`config.mk`:
```
export PLATFORM = sky130hd
export DESIGN_NAME = cpu_clock_ctrl
export DESIGN_NICKNAME = d
export VERILOG_FILES = /design/src/rtl/cpu_clock_ctrl.sv
export SDC_FILE = /design/constraint.sdc
export NUM_CORES = 1
export LEC_CHECK = 0
export BUFFER_PORTS_ARGS = -buffer_cell sky130_fd_sc_hd__buf_2
export CAP_MARGIN = 20
export CORE_MARGIN = 4
export CORE_UTILIZATION = 59
export DETAILED_ROUTE_END_ITERATION = 10
export GPL_TIMING_DRIVEN = 0
export PLACE_DENSITY = 0.84
export SYNTH_ARGS = -nofsm -noshare
export SYNTH_HDL_FRONTEND = slang
export SYNTH_SLANG_ARGS = --single-unit
```
`constraint.sdc`:
```
create_clock -name clock -period 2.08 [get_ports clock]
set_input_delay 0.312 -clock clock [delete_from_list [all_inputs] [get_ports clock]]
set_output_delay 0.312 -clock clock [all_outputs]
set_load 0.005 [all_outputs]
```
`src/rtl/cpu_clock_ctrl.sv`:
```
// cpu_clock_ctrl: board-pin front end for the CPU.
//   - Two-flop synchronisers and a shared-tick debouncer on the switches and
//     the step button.
//   - A single-cycle cpu_en pulse generator with halt / slow / fast / step modes.
//   - Registered LED drive.
// Optional build macro CPU_CLOCK_CTRL_CYCLE_COUNT_EN adds a 32-bit count of
// cpu_en pulses on the cycle_count output.
module cpu_clock_ctrl #(
    parameter int SW_WIDTH        = 4,
    parameter int LED_WIDTH       = 4,
    parameter int RATIO_SLOW      = 100_000_000,
    parameter int RATIO_FAST      = 1_000_000,
    parameter int DEBOUNCE_CYCLES = 1_000_000
) (
    input  logic                 clock,
    input  logic                 reset,
    input  logic [SW_WIDTH-1:0]  switch_raw,
    input  logic                 step_raw,
    input  logic [1:0]           mode,
    input  logic [LED_WIDTH-1:0] led_in,
    output logic [SW_WIDTH-1:0]  switch_out,
    output logic                 cpu_en,
    output logic [LED_WIDTH-1:0] led_out
`ifdef CPU_CLOCK_CTRL_CYCLE_COUNT_EN
    ,
    output logic [31:0]          cycle_count
`endif
);

    typedef enum logic [1:0] {
        MODE_HALT = 2'b00,
        MODE_SLOW = 2'b01,
        MODE_FAST = 2'b10,
        MODE_STEP = 2'b11
    } mode_e;

    // Switches and the step button share one synchroniser/debouncer vector;
    // the step button sits in the top bit.
    localparam int DB_BITS = SW_WIDTH + 1;
    localparam int DB_W    = $clog2(DEBOUNCE_CYCLES);
    localparam int RATE_W  = $clog2(RATIO_SLOW);

    logic [DB_BITS-1:0] sync_meta;
    logic [DB_BITS-1:0] sync_q;
    logic [DB_W-1:0]    sample_cnt;
    logic               sample_tick;
    logic [DB_BITS-1:0] sample_prev;
    logic [DB_BITS-1:0] db_q;
    logic [DB_BITS-1:0] sample_agree;
    logic               step_db;
    logic               step_db_q;

    mode_e              mode_in;
    mode_e              mode_q;
    logic [RATE_W-1:0]  rate_cnt;
    logic [RATE_W-1:0]  rate_cnt_d;
    logic [RATE_W-1:0]  rate_max;
    logic               cpu_en_d;

    assign mode_in      = mode_e'(mode);
    assign sample_tick  = (sample_cnt == DB_W'(DEBOUNCE_CYCLES - 1));
    assign sample_agree = ~(sync_q ^ sample_prev);
    assign step_db      = db_q[SW_WIDTH];
    assign switch_out   = db_q[SW_WIDTH-1:0];
    assign rate_max     = (mode_q == MODE_FAST) ? RATE_W'(RATIO_FAST - 1)
                                                : RATE_W'(RATIO_SLOW - 1);

    // Two-flop synchroniser for every asynchronous board input.
    always_ff @(posedge clock) begin
        // NOTE: registers take non-blocking assignments so every flop samples
        // the pre-edge value of its neighbours, exactly like the hardware.
        if (reset) begin
            sync_meta <= '0;
            sync_q    <= '0;
        end else begin
            sync_meta <= {step_raw, switch_raw};
            sync_q    <= sync_meta;
        end
    end

    // Debouncer: a bit moves only when two consecutive sample ticks agree.
    always_ff @(posedge clock) begin
        if (reset) begin
            sample_cnt  <= '0;
            sample_prev <= '0;
            db_q        <= '0;
            step_db_q   <= 1'b0;
        end else begin
            sample_cnt <= sample_tick ? '0 : sample_cnt + DB_W'(1);
            if (sample_tick) begin
                sample_prev <= sync_q;
                db_q        <= (sync_q & sample_agree) | (db_q & ~sample_agree);
            end
            step_db_q <= step_db;
        end
    end

    // Next rate count and cpu_en; a mode change clears both and drops a step edge.
    always_comb begin
        // NOTE: every output of this block is given a default first so no
        // path leaves it unassigned and no latch is inferred.
        rate_cnt_d = '0;
        cpu_en_d   = 1'b0;
        if (mode_in == mode_q) begin
            case (mode_q)
                MODE_SLOW, MODE_FAST: begin
                    if (rate_cnt == rate_max) begin
                        cpu_en_d = 1'b1;
                    end else begin
                        rate_cnt_d = rate_cnt + RATE_W'(1);
                    end
                end
                MODE_STEP: cpu_en_d = step_db & ~step_db_q;
                default:   ;
            endcase
        end
    end

    // Mode, rate counter and cpu_en state registers.
    always_ff @(posedge clock) begin
        if (reset) begin
            mode_q   <= MODE_HALT;
            rate_cnt <= '0;
            cpu_en   <= 1'b0;
        end else begin
            mode_q   <= mode_in;
            rate_cnt <= rate_cnt_d;
            cpu_en   <= cpu_en_d;
        end
    end

    // LED drive: one register stage, independent of cpu_en.
    always_ff @(posedge clock) begin
        if (reset) begin
            led_out <= '0;
        end else begin
            led_out <= led_in;
        end
    end

`ifdef CPU_CLOCK_CTRL_CYCLE_COUNT_EN
    logic [31:0] cycle_count_q;

    // Count cpu_en pulses; only reset clears it, wrap is natural 32-bit overflow.
    always_ff @(posedge clock) begin
        if (reset) begin
            cycle_count_q <= '0;
        end else if (cpu_en) begin
            cycle_count_q <= cycle_count_q + 32'd1;
        end
    end

    assign cycle_count = cycle_count_q;
`endif

endmodule

```
---- After elaboration in Yosys (flattened, before gate mapping) ----
Index checks and enable logic that the tools add are counted.
Widths: inputs -> output; s select.
word-level totals
  register bits ........................... 75
  bits of input ports ..................... 13
  output and inout port bits .............. 9
  logic and storage cells ................. 35
operators by class
  add/sub/neg operators ................... 2
  eq/ne operators ......................... 6
  mux-type cells .......................... 3
  bitwise gates (word level) .............. 10
  reduce and logical (&&, ||, !) cells .... 4
operator list
  operator               count
  $add 27x1->27 const B  1
  $eq 27x27->1           1
  $mux 27                1
  $add 20x1->20 const B  1
  $eq 20x20->1 const B   1
  $and 5x5->5            2
  $not 5->5              2
  $reduce_or 2->1        3
  $or 5x5->5             1
  $xor 5x5->5            1
  $eq 2x2->1 const B     2
  $reduce_or 4->1        1
  $not 1->1              3
  $eq 2x1->1 const B     1
  $eq 2x2->1             1
  $pmux 1 s2             1
  $and 1x1->1            1
  $mux 1                 1

---- Longest topological paths before layout ----
  depth in word-level cells ............... 5
  gate-level depth with buffers ........... 8
  gate-level depth less buffers ........... 7

---- Worst setup path before layout ----
OpenSTA, ideal clock, no wires.
  path type ............................... flip-flop to flip-flop
  start point ............................. register mode_q[0]
  end point ............................... register rate_cnt[8]
  setup time .............................. 0.115 ns
  data arrival time ....................... 1.743 ns
  data required time ...................... 1.965 ns
  slack ................................... 0.222 ns
  stages on the path, launching flop included .. 9
  buffers on the path ..................... 1
  clock period less this slack ............ 1.858 ns
  path through ............................ dfxtp_1 > inv_1 > ha_1 > nand4bb_1 > o2bb2a_4 > a2111o_1 > nand3_4 > buf_6 > nor2_1
on the way
  word-level cells in the longest chain between the ends .. 4
ends and longest elaborated chain
  element                                            RTL line  source
  start, declared                                    54        mode_e mode_q;
  start signal, assigned                             126       mode_q <= mode_in;
  $eq 2x2->1 / $eq 2x1->1 (equally long branches)    65, 105
  $mux 27 / $reduce_or 2->1 (equally long branches)  65, 105
  $eq 27x27->1 / $not 1->1 (equally long branches)   n/a
  $reduce_or 4->1 (no line) (*)                      n/a
  end signal, assigned                               127       rate_cnt <= rate_cnt_d;
  end, declared                                      55        logic [RATE_W-1:0] rate_cnt;
Mark *: on every way between the ends. The rest lies on a longest branch, timed or not.
A chain may end at the register's enable or synchronous reset.

---- Final worst setup path ----
  start point ............................. register mode_q[0]
  end point ............................... register cpu_en
on the way
  word-level cells in the longest chain between the ends .. 5
ends and longest elaborated chain
  element               RTL line  source
  $eq 2x2->1            65, 105
  $mux 27               65        assign rate_max = (mode_q == MODE_FAST) ? RATE_W'(RATIO_FAST - 1)
  $eq 27x27->1          107       if (rate_cnt == rate_max) begin
  $mux 1                107
  $pmux 1 s2            105       case (mode_q)
  end signal, assigned  128       cpu_en <= cpu_en_d;
  end, declared         22        output logic cpu_en,
Parallel ways exist; a longest one is shown, timed or not.

==> metrics.md <==
| Metric | Value |
|---|---|
| Clock slew at reported path FFs | 0.09 ns |
| Leakage | 1.30 nW |
| Fin Hold WS | 0.151 ns |
| Placer congestion estimate | 0.827 |
| I/O pin count | 22 |
| Syn_nets | 360 |
| Area growth syn-to-layout | 13.7% |
| Die width | 81.5 um |
| Worst setup SP type | register |
| Synth Area in Simple Gates | 0.303 |
| Max VDD drop | 0.650 mV |
| Post-Syn Area | 3190 um2 |
| RSZ-0062 raised after global routing | no |
| R2r endpoint | cpu_en |
| Clock Root Buffer | clkbuf_8 |
| Die height | 81.5 um |
| Top cells by area, synth | dfxtp_1, xor2_1, nor2_1 |
| Hold Fails Final Rpt | 0 |
| Hold Path Origin | switch_raw[3] |
| EDFF count, synth | 0 |
| Final ANT Viol Nets | 0 |
| Initial antenna violation count | 0 |
| Post-Route Setup TNS | 0 ns |
| CP Max Fanout | 4 |
| Slew @ Worst Pin | 0.799 ns |
| Commonest non-fill, non-tap cells in the layout | dfxtp_1, nor2_1, xor2_1 |
| Yosys warns | 0 |
| First-pass iteration count of the detailed router | 4 |
| Vias in the first global route | 2385 |
| CTS Hold Bufs | 0 |
| Seq cells post-synth | 75 |
| Mux cell area share after synthesis | 0.0157 |
| First-pass GRT wire length | 10.2 mm |
| Routed wire per std cell | 12.8 um |
| Clock Latency Late Sink | 0.36 ns |
| Pwr Density | 737 nW/um2 |
| Critical path arrival | 2.20 ns |
| Via count | 2398 |
| Dominant synthesized flop cell | dfxtp_1 |
| Number of H-tree levels | 3 |
| Cell count after synthesis | 342 |
| Hold WC Path Type | in -> reg |
| Sinks on the clock net | 75 |
| Endpoint class of the critical path | register |
| R2r setup slk | 0.12 ns |
| Post-Synth Adder-Cell Area | 0.0196 |
| Final nets | 395 |
| WHS Endpoint | sync_meta[3] |
| Final WL | 5.79 mm |
| I/O Buffers | 21 |
| Setup ws final | 0.124 ns |
| Initial Util | 0.617 |
| Die area | 6650 um2 |
| Hold path depth | 2 |
| Layout cells sized above 1 | 0.168 |
| Post-DP HPWL | 4.10 mm |
| Setup violations, final | 0 |
| Share of the synthesized area in the top cell type | 0.471 |
| Via/cell ratio | 5.31 |
| # diodes | 0 |
| Tot GR Track Use | 0.199 |
| Largest net degree at the start of global routing | 18 |
| Tmin final | 1.96 ns |
| Syn_area_per_cell | 9.33 um2 |
| Largest family of logic cells by synthesized area | simple AND/OR/NAND/NOR gates |
| XOR/XNOR Fraction of Synth Area | 0.121 |
| Seq/Total Area, Yosys | 0.471 |
| CTS Buffer Depth | 2 |
| Max Transition Viols Final | 0 |
| Synth async-reset ratio | 0 |
| FF-to-FF Start | mode_q[0] |
| Most common cell after layout, fill and taps aside | dfxtp_1 |
| Tcrit/Tclk final | 0.940 |
| Slew HR | 0.464 |
| Max cap viols | 0 |
| Setup Crit Path Kind | reg -> reg |
| Core area | 5170 um2 |
| Setup Skew | 0.0110 ns |
| Max Fclk | 511 MHz |
| Required time of the critical path | 2.33 ns |
| R2R depth | 6 |
| Total Power | 2.67 mW |
| Worst Setup Slack post-DPL | -0.00694 ns |
| CTS Buf Count | 9 |
| Synth unique cells | 38 |
| CTS tree | built |
| Cell Rows | 26 |
| Synth Area in Compound Gates | 0.0333 |
| Grt total ovfl | 0 |
| Area leader, netlist | dfxtp_1 |
| Detailed Route Iter0 Violations | 106 |
| Residual DRC count | 0 |
| Status | complete, no violations |
-- Yosys cell counts, types with 2 or more instances --
cell and instances:
xnor2_1 10, nand3_1 32, nor3_1 4, inv_1 7, o21ai_0 6, and3_1 7, and4_1 2, nor4_2 2
buf_4 4, mux2i_1 5, buf_6 3, nand2b_1 5, dfxtp_1 75, a31oi_1 5, ha_1 5, nand4_1 15
nor2_1 62, xor2_1 34, buf_2 3, nand2_1 16, nand3_4 2, nor4b_1 4, nor2b_1 17, clkbuf_1 3
-- layer usage --
layer,global-route usage,part of all wire
met5,0,0
met1,0.232,0.47
met2,0.328,0.47
met3,0.0757,0.041
met4,0.0828,0.021
-- layout make-up --
type,instances,area [um2]
multi-input cells,247,1590
fillers,400,1550
flip-flops and latches,75,1500
repair buffers,24,128
clock buffers,9,124
plain buffers,13,90.1
well taps,70,87.6
clock inverters,7,81.3
inverters,7,26.3
-- kinds of logic after synthesis --
family | count (synthesis)
flip-flops | 75
multiplexers | 5
AND/OR/NAND/NOR | 178
buffers and inverters | 20
adder cells (fa/ha/maj) | 5
XOR/XNOR | 44
AO/OA/AOI/OAI | 15
-- worst max path at each step --
stage          slack (ns)  depth (start not counted)           from             to
2_1_floorplan        0.22                          8      mode_q[0]    rate_cnt[8]
3_3_place_gp         0.06                          8      mode_q[0]   rate_cnt[18]
6_report             0.12                          6      mode_q[0]         cpu_en
5_1_grt              0.02                          6  sample_cnt[0]  sample_cnt[9]
3_5_place_dp       -0.007                          8      mode_q[0]    rate_cnt[9]
4_1_cts              0.04                          8      mode_q[0]    rate_cnt[9]
-- power breakdown --
group / switching (mW) / leakage (nW) / internal (mW)
clock: 0.639 / 0.104 / 0.479
sequential: 0.0139 / 0.609 / 1.46
combinational: 0.0449 / 0.586 / 0.0383
total: 0.698 / 1.30 / 1.97
-- state kept, by name, indices dropped and copies added, names as in the netlist, 2 cells and up, named ones only --
| name | cells |
|---|---|
| led_out | 4 |
| sample_cnt | 20 |
| rate_cnt | 27 |
| mode_q | 2 |
| sync_q | 5 |
| sync_meta | 5 |
| sample_prev | 5 |
-- worst max-delay path, stage by stage, from the launching register on --
cell	delay, ns
dfxtp_2	0.36
inv_1	0.07
ha_1	0.28
nor4b_4	0.26
nand4_1	0.13
a2111o_1	0.44
o21ai_0	0.32
-- through the flow --
stage / instance area, um2 / instances / utilization
floorplan: 3190 / 342 / -
global placement: 3380 / 433 / 0.654
detailed placement: 3380 / 433 / 0.654
CTS: 3620 / 452 / 0.699
global route: 3630 / 452 / 0.701
finish: 3630 / 452 / 0.701
-- what timing repair did --
item,in CTS,in global routing
gates resized for setup,1,2
buffers inserted,3,0
pin swaps,1,1
endpoints found under the setup margin,20,27
No activity file was read; power rests on OpenSTA's default activity.
